[src/rtl/fetch_pkg.sv]
// Shared definitions for the fetch PC generator: BTB control-type codes and
// the I-cache miss FSM states.
package fetch_pkg;

  localparam logic [1:0] CT_RET  = 2'b00;
  localparam logic [1:0] CT_CALL = 2'b01;
  localparam logic [1:0] CT_JUMP = 2'b10;
  localparam logic [1:0] CT_COND = 2'b11;

  typedef enum logic [1:0] {
    RUN       = 2'd0,
    MISS_REQ  = 2'd1,
    MISS_WAIT = 2'd2
  } fetch_state_e;

endpackage

[src/rtl/fetch_lane_prio_enc.sv]
// Lowest-index-first priority encoder over the per-lane taken vector.
module fetch_lane_prio_enc #(
  parameter int N     = 4,
  parameter int IDX_W = 2
) (
  input  logic [N-1:0]     taken_i,
  output logic             valid_o,
  output logic [IDX_W-1:0] idx_o
);

  // Scan from the top lane down so the lowest taken lane is written last and wins.
  always_comb begin
    valid_o = 1'b0;
    idx_o   = '0;
    for (int i = N - 1; i >= 0; i--) begin
      if (taken_i[i]) begin
        valid_o = 1'b1;
        idx_o   = IDX_W'(i);
      end
    end
  end

endmodule

[src/rtl/fetch_pc_gen.sv]
// Fetch-stage-1 next-PC generator. Holds the fetch PC, picks the first taken
// BTB lane, selects the next PC by fixed redirect priority, drives RAS
// push/pop and runs a small I-cache miss FSM that parks the PC until refill.
// Optional build macro FETCH_REDIR_CNT_EN adds saturating redirect/miss counters.
module fetch_pc_gen
  import fetch_pkg::*;
#(
  parameter int          FETCH_WIDTH = 4,
  parameter int          PC_W        = 32,
  parameter int          INST_BYTES  = 8,
  parameter logic [PC_W-1:0] RESET_PC = '0,
  localparam int         LANE_W      = (FETCH_WIDTH > 1) ? $clog2(FETCH_WIDTH) : 1
) (
  input  logic                        clk,
  input  logic                        reset,
  input  logic                        stall_i,
  input  logic                        recover_i,
  input  logic [PC_W-1:0]             recoverPC_i,
  input  logic                        exception_i,
  input  logic [PC_W-1:0]             exceptionPC_i,
  input  logic                        redirEX_i,
  input  logic [PC_W-1:0]             targetEX_i,
  input  logic                        redirID_i,
  input  logic                        rtrID_i,
  input  logic [PC_W-1:0]             targetID_i,
  input  logic [PC_W-1:0]             rasCP_i,
  input  logic [PC_W-1:0]             rasTop_i,
  input  logic [FETCH_WIDTH-1:0]      btbHit_i,
  input  logic [2*FETCH_WIDTH-1:0]    btbType_i,
  input  logic [FETCH_WIDTH*PC_W-1:0] btbTarget_i,
  input  logic [FETCH_WIDTH-1:0]      pred_i,
  input  logic                        icMiss_i,
  input  logic                        icRefillDone_i,
  output logic [PC_W-1:0]             pc_o,
  output logic                        pcValid_o,
  output logic                        takenValid_o,
  output logic [LANE_W-1:0]           takenLane_o,
  output logic                        rasPush_o,
  output logic [PC_W-1:0]             rasPushAddr_o,
  output logic                        rasPop_o,
  output logic                        missReq_o,
  output logic [PC_W-1:0]             missAddr_o
`ifdef FETCH_REDIR_CNT_EN
  ,
  output logic [31:0]                 redirCnt_o,
  output logic [31:0]                 missCnt_o
`endif
);

  // Fetch block size; the block is assumed to be a power of two for alignment.
  localparam logic [PC_W-1:0] SEQ_STEP   = PC_W'(FETCH_WIDTH * INST_BYTES);
  localparam logic [PC_W-1:0] ALIGN_MASK = ~(SEQ_STEP - PC_W'(1));

  logic [PC_W-1:0]        pc_q, pc_d;
  fetch_state_e           state_q, state_d;
  logic [FETCH_WIDTH-1:0] laneTaken;
  logic                   anyTaken;
  logic [LANE_W-1:0]      firstLane;
  int                     laneIdx;
  logic [1:0]             laneType;
  logic [PC_W-1:0]        laneTarget;
  logic                   hardRedir;
  logic [PC_W-1:0]        hardPC;
  logic                   runOut;
  logic                   rasOk;

  // A lane redirects when the BTB hits and it is unconditional or predicted taken.
  for (genvar i = 0; i < FETCH_WIDTH; i++) begin : g_lane
    assign laneTaken[i] = btbHit_i[i] & (pred_i[i] | (btbType_i[2*i +: 2] != CT_COND));
  end

  fetch_lane_prio_enc #(
    .N     (FETCH_WIDTH),
    .IDX_W (LANE_W)
  ) u_prio (
    .taken_i (laneTaken),
    .valid_o (anyTaken),
    .idx_o   (firstLane)
  );

  assign laneIdx    = int'(firstLane);
  assign laneType   = btbType_i[2*laneIdx +: 2];
  assign laneTarget = btbTarget_i[laneIdx*PC_W +: PC_W];

  // Back-end redirects act regardless of stall or miss state.
  assign hardRedir = recover_i | exception_i | redirEX_i;
  assign hardPC    = recover_i   ? recoverPC_i   :
                     exception_i ? exceptionPC_i : targetEX_i;

  // Next PC and miss FSM: hard redirects first, then front-end choices while running.
  always_comb begin
    pc_d    = pc_q;
    state_d = state_q;
    if (hardRedir) begin
      pc_d    = hardPC;
      state_d = RUN;
    end else begin
      unique case (state_q)
        RUN: begin
          if (!stall_i) begin
            if (redirID_i)     pc_d = rtrID_i ? rasCP_i : targetID_i;
            else if (icMiss_i) state_d = MISS_REQ;
            else if (anyTaken) pc_d = (laneType == CT_RET) ? rasTop_i : laneTarget;
            else               pc_d = pc_q + SEQ_STEP;
          end
        end
        MISS_REQ:  state_d = MISS_WAIT;
        MISS_WAIT: if (icRefillDone_i) state_d = RUN;
        default:   state_d = RUN;
      endcase
    end
  end

  // PC and FSM state registers.
  always_ff @(posedge clk) begin
    if (reset) begin
      pc_q    <= RESET_PC;
      state_q <= RUN;
    end else begin
      pc_q    <= pc_d;
      state_q <= state_d;
    end
  end

  // Outputs are quiet while reset is held, whatever state the FSM was left in.
  assign runOut = (state_q == RUN) & ~reset;
  assign rasOk  = runOut & ~stall_i & anyTaken & ~hardRedir & ~redirID_i;

  assign pc_o          = pc_q;
  assign pcValid_o     = runOut;
  assign takenValid_o  = runOut & anyTaken;
  assign takenLane_o   = takenValid_o ? firstLane : '0;
  assign rasPush_o     = rasOk & (laneType == CT_CALL);
  assign rasPop_o      = rasOk & (laneType == CT_RET);
  assign rasPushAddr_o = rasPush_o ? pc_q + (PC_W'(firstLane) + PC_W'(1)) * PC_W'(INST_BYTES) : '0;
  assign missReq_o     = (state_q == MISS_REQ) & ~reset;
  assign missAddr_o    = missReq_o ? (pc_q & ALIGN_MASK) : '0;

`ifdef FETCH_REDIR_CNT_EN
  logic        exTake, idTake, missEnter;
  logic [31:0] redirCnt_q, missCnt_q;

  assign exTake    = redirEX_i & ~recover_i & ~exception_i;
  assign idTake    = redirID_i & ~stall_i & ~hardRedir & (state_q == RUN);
  assign missEnter = (state_q == RUN) & (state_d == MISS_REQ);

  // Saturating counts of accepted EX/ID redirects and miss-request entries.
  always_ff @(posedge clk) begin
    if (reset) begin
      redirCnt_q <= '0;
      missCnt_q  <= '0;
    end else begin
      if ((exTake | idTake) && (redirCnt_q != '1)) redirCnt_q <= redirCnt_q + 32'd1;
      if (missEnter && (missCnt_q != '1))          missCnt_q  <= missCnt_q + 32'd1;
    end
  end

  assign redirCnt_o = redirCnt_q;
  assign missCnt_o  = missCnt_q;
`endif

endmodule
[config.mk]
export PLATFORM = sky130hd
export DESIGN_NAME = fetch_pc_gen
export DESIGN_NICKNAME = d
export VERILOG_FILES = /design/src/rtl/fetch_pkg.sv /design/src/rtl/fetch_lane_prio_enc.sv /design/src/rtl/fetch_pc_gen.sv
export SDC_FILE = /design/constraint.sdc
export NUM_CORES = 1
export LEC_CHECK = 0
export ABC_AREA = 1
export ABC_CLOCK_PERIOD_IN_PS = 3700
export CAP_MARGIN = 10
export CELL_PAD_IN_SITES_DETAIL_PLACEMENT = 1
export CELL_PAD_IN_SITES_GLOBAL_PLACEMENT = 2
export CORE_MARGIN = 8
export CORE_UTILIZATION = 14
export CTS_CLUSTER_DIAMETER = 150
export DETAILED_ROUTE_END_ITERATION = 10
export GPL_TIMING_DRIVEN = 0
export PLACE_DENSITY_LB_ADDON = 0.12
export SLEW_MARGIN = 20
export SYNTH_ARGS = -nofsm -noshare
export SYNTH_HDL_FRONTEND = slang
export SYNTH_SLANG_ARGS = --single-unit
[constraint.sdc]
create_clock -name clk -period 3.7 [get_ports clk]
set_input_delay 0.37 -clock clk [delete_from_list [all_inputs] [get_ports clk]]
set_output_delay 0.37 -clock clk [all_outputs]
set_load 0.01 [all_outputs]
* Yosys cells after proc, flatten, opt, wreduce, memory -nomap -nowiden
Index checks and enable logic that the tools add are counted.
** Word-level totals
- Bits in registers :: 34
- Bits of input ports :: 346
- Logic and storage cells :: 75
** Operators by class
- Add/subtract/negate cells :: 3
- Eq/ne operators :: 13
- Shifts and indexed selects :: 2
- Multiplexer cells :: 26
- Bitwise logic cells :: 23
- Reductions and logical operators :: 6
** Operators by type and width (count)
- $mux 32 :: 12
- $shiftx 128x8->32 :: 1
- $add 32x6->32 :: 1
- $add 32x6->32 const B :: 1
- $mux 2 :: 9
- $ne 2x2->1 const B :: 8
- $and 1x1->1 :: 13
- $shiftx 8x4->2 :: 1
- $or 1x1->1 :: 6
- $pmux 2 s3 :: 1
- $eq 2x1->1 const B :: 2
- $logic_not 2->1 :: 2
- $mux 1 :: 4
- $not 1->1 :: 4
- $reduce_and 4->1 :: 1
- $add 2x1->3 const B :: 1
- $ne 3x2->1 const B :: 1
- $reduce_and 3->1 :: 1
- $eq 2x2->1 const B :: 1
- $ne 2x1->1 const B :: 1
- $reduce_bool 2->1 :: 1
- $reduce_or 2->1 :: 1

* Depth between registers and ports, before layout
- Depth in word-level cells :: 16
- Depth in mapped cells :: 22
- Mapped depth without buffers :: 19

* Modules after synthesis
A second synthesis with hierarchy kept.
** Unflattened totals
- Cells, all modules :: 1217
- Area, all modules :: 6231.0 µm²
** By module, submodules not included
- fetch_pc_gen :: instances 1, cells each 1209, area each 6194.7 µm², sequential area each 680.7 µm²
- fetch_lane_prio_enc :: instances 1, cells each 8, area each 36.3 µm², sequential area each 0.0 µm²

* Least setup slack after synthesis
OpenSTA, ideal clock, no wires.
- Path kind :: input -> output
- Start point :: input btbType_i[3]
- End point :: output rasPushAddr_o[27]
- Arrival :: 3.321 ns
- Path slack :: 0.009 ns
- Cell stages on the path :: 20
- Cells stage by stage :: nand2_1 -> o21ai_4 -> nand2_4 -> nand2_2 -> buf_6 -> buf_4 -> buf_2 -> ha_1 -> inv_1 -> fa_1 -> nor2_1 -> o21ai_2 -> nor3_1 -> inv_1 -> nor3_2 -> inv_1 -> nor4_4 -> nand2_1 -> xor2_1 -> nor2_1
** Between the ends
- Word-level cells in the longest chain between the ends :: 10
** RTL lines
- start, declared :: RTL line fetch_pc_gen.sv:29 : input logic [2*FETCH_WIDTH-1:0] btbType_i,
- branches (longest 9 deep; another with $add 32x6->32)
- $mux 32 * :: RTL line fetch_pc_gen.sv:135 : assign rasPushAddr_o = rasPush_o ? pc_q + (PC_W'(firstLane) + PC_W'(1)) * PC_W'(INST_BYTES) : '0;
- end, declared :: RTL line fetch_pc_gen.sv:39 : output logic [PC_W-1:0] rasPushAddr_o,
Every way passes the cells marked *.

* Final worst setup path
- Start point :: input btbType_i[6]
- End point :: output rasPushAddr_o[14]
** Between the ends
- Word-level cells in the longest chain between the ends :: 12
** RTL lines (RTL line)
- branches (longest 11 deep; another with $add 32x6->32)
- $mux 32 * :: fetch_pc_gen.sv:135
Marks and branches as above.

==> results by group <==
Drt
  – WL/cell: 23.5 um
  – Initial DRT Pass Iterations: 4
  – Via count: 10,060
  – Initial DRC count: 499
  – Via-to-Cell Ratio: 4.35
  – # DRC: 0
  – WL final: 54,400 um
  – Routed Antenna Nets: 0

Clock tree
  – Inserted Clock Buffers: 5
  – CTS tree: yes
  – Worst-path clk slew: 0.07 ns
  – Cts hold-fix bufs: 0
  – Latest clock arrival within the worst-skew pair: 0.29 ns
  – Clock sink count: 34
  – Clock tree buffer depth: 2
  – Root Driver: clkbuf_16
  – H-tree levels: 2

STA
  – RSZ-0062 raised after global routing: no
  – Worst slew pin tran: 0.713 ns
  – Fmax: 283 MHz
  – Final Cycle Share: 95.4%
  – Final setup vio count: 0
  – Headroom to the max-slew limit: 52.4%
  – Clock skew: 0.00616 ns
  – Crit path time final: 3.53 ns
  – Fin Hold WS: 0.517 ns
  – Final slew viol count: 0
  – Final Hold Viols: 0

Place
  – Number of port buffers: 440
  – Placed wire-length estimate: 47,500 um
  – Gpl congestion: 0.857
  – Placed inst area: 11,600 um^2
  – Placed cell count: 2,274

Synthesis
  – Asr flop ratio synth: 0%
  – Post-synth cell types: 50
  – YS warnings: 0
  – Synth Cell Area: 6390 um^2
  – Yosys reg bits: 34
  – Synth Flop Type: dfxtp_1
  – Mean Syn Cell Area: 5.20 um^2
  – Post-synth EDFFs: 0
  – Post-synthesis sequential area ratio: 10.6%
  – Cells after Synth: 1,230

Setup path
  – Arrival @ worst endpoint: 3.16 ns
  – Crit path required time: 3.33 ns
  – CP Launch Type: input port
  – Max FO, Critical Path: 3
  – CP Capture Type: output pin
  – Worst setup path class: in -> out

Global routing
  – Antenna violations before repair: 5
  – Vias in the first global route: 10,948
  – First-pass GRT wire length: 77,900 um
  – Total grt overflow: 0
  – All-layer global routing usage: 19.7%
  – Largest net degree at the start of global routing: 19

Power
  – Pwr/cell area: 189 nW/um^2
  – Int Pwr: 1.30 mW
  – Leak: 4.87 nW
  – Flop pwr share: 20.3%
  – Psw: 1.00 mW
  – Logic gate share of total power: 60.6%
  – Clock network power share: 19.1%
  – Switching Share: 43.5%
  – Max VDD drop: 0.139 mV

Die
  – Height of the die: 230 um
  – Core Box Area: 45,200 um^2
  – IO Pins: 449
  – Die area: 52,800 um^2
  – Die W: 230 um
  – Std-Cell Rows: 78
  – Initial Util: 14.1%

Layout
  – Final core occ: 26.9%
  – # nets final: 2,066
  – Commonest non-fill, non-tap cell in the layout: clkdlybuf4s50_1
  – Share of layout cells above drive strength 1: 9.98%
  – Cell Count, Final, Fillers Out: 2,315
  – Area Overhead vs Synth: 90.0%
  – Design Area, Final: 12,100 um^2
  – Commonest non-fill, non-tap cells in the layout: clkdlybuf4s50_1, nand2_1, nor2_1, o21ai_0, inv_1

Run
  – Maxcap violations: 0

Min path
  – HP Class: reg -> reg

Status
  – Status: finished, final reports clean
## stage by stage
step	worst slack [ns]	power, mW	setup TNS [ns]
2_1_floorplan	0.00941	1.03	0
3_3_place_gp	-2.01	1.84	-36.29
3_5_place_dp	-2.04	1.85	-36.19
4_1_cts	-0.152	2.35	-0.378
5_1_grt	0.0236	2.47	0
6_report	0.169	2.30	0
## worst max-delay path, cell delays in order
cell	delay [ns]
buf_6	0.10
nand2_4	0.08
nor2_4	0.04
nor2_1	0.10
nand2_2	0.11
a21boi_4	0.22
ha_4	0.24
ha_1	0.27
a21oi_1	0.06
nor2_1	0.12
nor2_2	0.08
nor2_4	0.15
nand3_4	0.13
nor2_4	0.20
buf_4	0.14
nand2_1	0.04
a21oi_1	0.13
clkdlybuf4s50_1	0.57
## per-layer routing
| metal | track usage, % | part of all wire [%] | vias to the layer above |
|---|---|---|---|
| met5 | 0 | 0.062 | - |
| met4 | 3.07 | 1.3 | 6 |
| met3 | 5.07 | 6.6 | 33 |
| met2 | 35.0 | 48 | 289 |
| met1 | 24.0 | 44 | 4751 |
| li1 | - | - | 4981 |
## final cells by class
cell class	instances	area [um^2]
antenna	1	2.50
buffer	82	414
clock buffer	5	125
clock inverter	2	15.0
fill	5768	33000
inverter	125	482
multi-input combinational	989	5040
sequential	34	681
tap	600	751
timing repair buffer	477	4640
## state kept, by name, summed over array words and instances (netlist names)
signal,cells
pc_o,32
state_q,2
## cell usage after synthesis, types with 3 or more instances
master / count / area share, %
a21oi_1: 54 / 4.2
a21oi_2: 7 / 0.96
a31oi_1: 18 / 1.8
buf_1: 3 / 0.18
buf_2: 24 / 1.9
buf_4: 8 / 0.94
buf_6: 6 / 1.1
clkbuf_1: 45 / 2.6
clkinv_1: 3 / 0.18
dfxtp_1: 34 / 11
ha_1: 5 / 0.98
inv_1: 118 / 6.9
inv_2: 3 / 0.18
nand2_1: 275 / 16
nand2_2: 3 / 0.29
nand2_4: 3 / 0.53
nand3_1: 94 / 7.4
nand3b_1: 16 / 1.9
nand4_1: 5 / 0.49
nor2_1: 217 / 13
nor2_2: 6 / 0.59
nor3_1: 40 / 3.1
nor3_2: 7 / 1.1
o211ai_1: 15 / 1.8
o21ai_0: 152 / 12
o21ai_1: 4 / 0.31
o22ai_1: 8 / 0.78
or2_2: 3 / 0.29
xor2_1: 27 / 3.7
## repair_timing
action	in CTS	in global routing
pin swaps	34	25
setup endpoints to repair	32	24
resized for setup	157	14
setup buffers	29	8
## power by group through the flow
stage / sequential (mW) / clock [mW] / combinational, mW
after global placement: 0.472 / 0 / 1.37
after floorplan: 0.458 / 0 / 0.573
final: 0.466 / 0.440 / 1.39
after global routing: 0.472 / 0.463 / 1.54
after detailed placement: 0.474 / 0 / 1.37
after CTS: 0.467 / 0.453 / 1.43
## logic make-up after synthesis
kind of cell    Yosys count  share of synthesized area (%)
flops                    34                           10.6
other cells               1                         0.0587
simple gates            677                           46.0
buf+inv                 211                           14.1
fa+ha+maj                 6                           1.29
compound gates          273                           24.1
xor+xnor                 28                           3.84
## final timing paths
| path | to | slack, ns | cells after the start | start |
|---|---|---|---|---|
| min | pc_o[0] | 0.52 | 2 | pc_o[0] |
| max reg2reg | pc_o[27] | 0.93 | 13 | pc_o[6] |
| min reg2reg | pc_o[0] | 0.52 | 2 | pc_o[0] |
| max | rasPushAddr_o[14] | 0.17 | 18 | btbType_i[6] |
No activity file was read; power rests on OpenSTA's default activity.
==> variant 1 (same flow settings) <==
Add an input register stage for `targetID_i`, cleared by the reset; this delays it by one clock. The other inputs are not delayed to match.
--- a/src/rtl/fetch_pc_gen.sv
+++ b/src/rtl/fetch_pc_gen.sv
@@ -53,2 +53,12 @@
 
+  logic [PC_W-1:0] targetID_q;
+
+  always_ff @(posedge clk) begin
+    if (reset) begin
+      targetID_q <= '0;
+    end else begin
+      targetID_q <= targetID_i;
+    end
+  end
+
   logic [PC_W-1:0]        pc_q, pc_d;
@@ -100,3 +110,3 @@
           if (!stall_i) begin
-            if (redirID_i)     pc_d = rtrID_i ? rasCP_i : targetID_i;
+            if (redirID_i)     pc_d = rtrID_i ? rasCP_i : targetID_q;
             else if (icMiss_i) state_d = MISS_REQ;
Check against the original RTL: not equivalent (Yosys sat finds a counterexample within 4 cycles, from zero or initial values and one cycle with reset high).
==> variant 1 against the unedited design <==
- sequential cell count grew 32
- cell area grew 8.4%
- critical endpoint is now rasPushAddr_o[20]
- largest cell class unchanged
- global-route usage shrank 0.33 points
- setup slack lost 15 ps
- area after synthesis grew 10%
- core utilization shrank 0.53 points
- wire length grew 6.5%
- power grew 37%
- register-to-register slack lost 120 ps
- via count grew 4.0%
==> variant 1: results (changes against the unedited design) <==
[layout]
finish.net_count = 2143  ; +3.7%
num-fill-cells = 6354  ; +10%

[min_path]
min_to = pc_o[2]$_SDFFE_PP0P_

[timing]
clock_skew_ps = 10.9  ; +4.74 ps
worst_pin_slew_ps = 929  ; +216 ps

[setup_path]
r2r_cells = 14  ; +1
r2r-start = pc_o[5]$_SDFFE_PP0P_
reg2reg_slack_ps = 810  ; -120 ps
max_stage_delay_ps = 260  ; -310 ps
timing.rr.end = pc_o[26]$_SDFFE_PP0P_
cp_max_fo = 4  ; +1
crit_slowest_cell = ha_4
crit_path_start = pred_i[2]

[detailed_routing]
viasPerCell = 4.22  ; -2.8%
m1WireLength_um = 25200  ; +6.0%
wl_met3_um = 3140  ; -13%
drtIter0Drc = 388  ; -22%

[place]
gp_congestion = 0.827  ; -3.4%
port_buffers = 442  ; +0.45%

[global_routing]
grt_usage_pct = 19.4  ; -0.33 points
antenna_found_initial = 14  ; +9
grt_pass1_wl_um = 81500  ; +4.7%

[status]
status = finished clean

[synthesis]
synth.top_cells.by_area = dfxtp_1 (19%), nand2_1 (14%), nor2_1 (14%), o21ai_0 (11%), inv_1 (7.5%)
synth_cell_types = 45  ; -10%
synth_commonest_cells = nand2_1 (258), nor2_1 (255), o21ai_0 (155)
ys_seq_area_share_pct = 18.7  ; +8.1 points

-- variant 1: worst min-delay path: cells and delay by family, from the launching register on --
family	cells	cell delay (ps)
compound gates	1	60
flops	1	320
simple gates	1	70
-- variant 1: per-layer routing --
layer  GRT usage [%]  up-vias
li1                -     5205
met1            23.6     4955
met2            35.0      262
met3            4.11       32
met4            3.38       10
met5               0        -
-- variant 1: repair_timing --
action	4_1_cts	5_1_grt
hold endpoints to repair	0	0
gates resized for setup	186	20
setup buffers	35	9
pin swaps	30	21
setup endpoints to repair	33	26
hold buffers	0	0
-- variant 1: power by group through the flow --
stage / logic (mW) / clock network [mW] / registers [mW]
2_1_floorplan: 0.558 / 0 / 0.833
5_1_grt: 1.55 / 0.980 / 0.846
3_3_place_gp: 1.37 / 0 / 0.852
3_5_place_dp: 1.37 / 0 / 0.853
6_report: 1.41 / 0.904 / 0.837
4_1_cts: 1.44 / 0.946 / 0.839
-- variant 1: kinds of logic (layout without fill, tap and decap cells) --
family	Yosys count	in the layout	share of synthesized area, %
adder cells (fa/ha/maj)	6	6	1.17
flip-flops	66	66	18.7
AO/OA/AOI/OAI	280	280	22.6
XOR/XNOR	22	22	2.73
AND/OR/NAND/NOR	686	686	41.1
buffers and inverters	235	731	13.7
other	1	15	0.0531
-- variant 1: area by class of cell --
type                            instances  area share [%]
Timing Repair Buffer                  486            35.7
Buffer                                 79            2.91
Multi-Input combinational cell        999            38.1
Clock inverter                          4           0.390
Inverter                              150            4.35
Tap cell                              672            6.39
Sequential cell                        66            10.0
Antenna cell                           10           0.190
Clock buffer                           12            1.87
-- variant 1: how the worst max path moves through the flow --
stage,to,slack [ps]
2_1_floorplan,rasPushAddr_o[29],50
3_3_place_gp,rasPushAddr_o[24],-2040
3_5_place_dp,rasPushAddr_o[29],-2120
4_1_cts,rasPushAddr_o[24],-190
5_1_grt,rasPushAddr_o[20],7
6_report,rasPushAddr_o[20],150
-- variant 1: through the flow --
step / area (um^2) / TNS [ps] / setup slack (ps) / instances / util [%]
3_5_place_dp: 12300 / -46090 / -2120 / 2414 / 24.7
2_1_floorplan: 7070 / 0 / 50.2 / 1300 / -
3_3_place_gp: 12300 / -43920 / -2040 / 2414 / 24.7
6_report: 13200 / 0 / 154 / 2478 / 26.4
4_1_cts: 13100 / -314 / -190 / 2463 / 26.3
5_1_grt: 13200 / 0 / 7.48 / 2473 / 26.3
==> variant 2 (config.mk and constraints unchanged) <==
Made on the original files. Add a define of `FETCH_REDIR_CNT_EN`.
--- a/src/rtl/fetch_pc_gen.sv
+++ b/src/rtl/fetch_pc_gen.sv
@@ -4,2 +4,4 @@
 // Optional build macro FETCH_REDIR_CNT_EN adds saturating redirect/miss counters.
+`define FETCH_REDIR_CNT_EN
+
 module fetch_pc_gen
Function (old outputs only; new: missCnt_o and redirCnt_o): kept (equiv_simple and equiv_induct, registers matched by name and starting in step).
==> variant 2 against the unedited design <==
- wire length up 40%
- global-route usage down 0.83 points
- largest power group unchanged
- area after synthesis up 53%
- via count up 37%
- setup slack worse by 40 ps
- power up 61%
- sequential cell count up 64
- cell area up 37%
==> variant 2: results (changes against the unedited design) <==
[global_routing]
grt_pass1_vias = 15153  ; +38%
grt_max_degree = 20  ; +1
antenna_found_initial = 14  ; +9

[setup_path]
crit_arrival_ps = 3200  ; +40 ps
cp_max_fo = 4  ; +1
path_delay_family = buffers and inverters
crit_slowest_cell = fa_2
timing.rr.end = pc_o[29]$_SDFFE_PP0P_
crit_path_start = btbType_i[3]
max_stage_delay_ps = 370  ; -200 ps
reg2reg_slack_ps = 690  ; -240 ps

[detailed_routing]
num_vias = 13812  ; +37%
routedWlPerCell_um = 23.3  ; -0.75%
drtIter0Drc = 636  ; +27%
drtPass1Iterations = 8  ; +4

[status]
status = finished clean

[timing]
period_minus_slack_ps = 3570  ; +40.0 ps
worst_pin_slew_ps = 957  ; +244 ps
clock_skew_ps = 11.1  ; +4.91 ps

[synthesis]
synth_commonest_cells = nand2_1 (461), nor2_1 (267), o21ai_0 (155)
ys_seq_area_share_pct = 20.1  ; +9.4 points

[place]
port_buffers = 505  ; +15%
dpl.hpwl_um = 66300  ; +40%

[power]
p_leak_nw = 6.11  ; +26%
ir_drop_mv = 0.235  ; +69%

[clock_tree]
clock_latency_ps = 390  ; +100 ps
clk_pin_slew_worst_paths_ps = 90  ; +20 ps
cts_buffers = 9  ; +4
htree_levels = 3  ; +1

[layout]
num-fill-cells = 8674  ; +50%

==> variant 2: changes by cell type in the layout (fill, tap and decap cells not counted), sizes merged, moves of 24 or more <==
cell,before,now
a21oi,61,124
clkdlybuf4s50,405,464
dfxtp,34,98
inv,121,163
nand2,281,469
nor2,223,274
nor3,48,85
xor2,27,51
==> variant 2: metal layers <==
layer  share of wire (%)  vias to the layer above  wire [um]  GRT usage (%)
met5               0.046                        -         35              0
met4                 1.3                        6        981           3.75
met3                 4.5                       39       3440           4.05
met2                  48                      292      36600           32.4
met1                  46                     6595      35000           24.1
li1                    -                     6880          -              -
==> variant 2: how the worst min path moves through the flow <==
| stage | start | endpoint | slack (ps) |
|---|---|---|---|
| 2_1_floorplan | missCnt_o[8]$_SDFFE_PP0P_ | missCnt_o[8]$_SDFFE_PP0P_ | 500 |
| 3_3_place_gp | missCnt_o[31]$_SDFFE_PP0P_ | missCnt_o[31]$_SDFFE_PP0P_ | 480 |
| 3_5_place_dp | pc_o[3]$_SDFFE_PP0P_ | pc_o[3]$_SDFFE_PP0P_ | 490 |
| 4_1_cts | missCnt_o[30]$_SDFFE_PP0P_ | missCnt_o[30]$_SDFFE_PP0P_ | 500 |
| 5_1_grt | missCnt_o[30]$_SDFFE_PP0P_ | missCnt_o[30]$_SDFFE_PP0P_ | 520 |
| 6_report | missCnt_o[31]$_SDFFE_PP0P_ | missCnt_o[31]$_SDFFE_PP0P_ | 500 |
==> variant 2: cells by family after synthesis <==
family	after synthesis	synth area share [%]
flops	98	20.1
compound gates	348	19.3
buf+inv	257	10.8
simple gates	997	43.7
other cells	1	0.0384
xor+xnor	56	5.02
fa+ha+maj	8	1.10
==> variant 2: worst register-to-register path, cell delays in order (launching register included) <==
cell and delay, ps:
dfxtp_1 620, ha_1 330, inv_1 90, nor2_1 270
inv_1 140, nor2_1 210, nand2_1 110, nor2_1 440
nand2_1 200, xor2_1 180, nand2_1 70, o21ai_1 100
nand2_1 60, a21oi_1 130
==> variant 2: cell type report <==
cell class	count	area, um^2	area share, %
plain buffers	93	479	2.87
well taps	940	1180	7.05
repair buffers	526	5160	30.9
diodes	12	30.0	0.180
clock inverters	7	91.3	0.547
inverters	161	604	3.62
clock buffers	9	225	1.35
flip-flops and latches	98	1960	11.8
multi-input cells	1414	6960	41.7
==> variant 2: timing repair <==
action / 4_1_cts / 5_1_grt
gates resized for setup: 122 / 16
setup endpoints to repair: 32 / 23
setup buffers: 17 / 4
hold buffers: 0 / 0
cloned: 0 / 0
pin swaps: 27 / 15
==> variant 2: power breakdown <==
group          total (mW)  internal, mW  switching [mW]
sequential           1.19          1.09          0.0999
combinational        1.45         0.665           0.784
clock                1.07         0.544           0.527
total                3.71          2.30            1.41
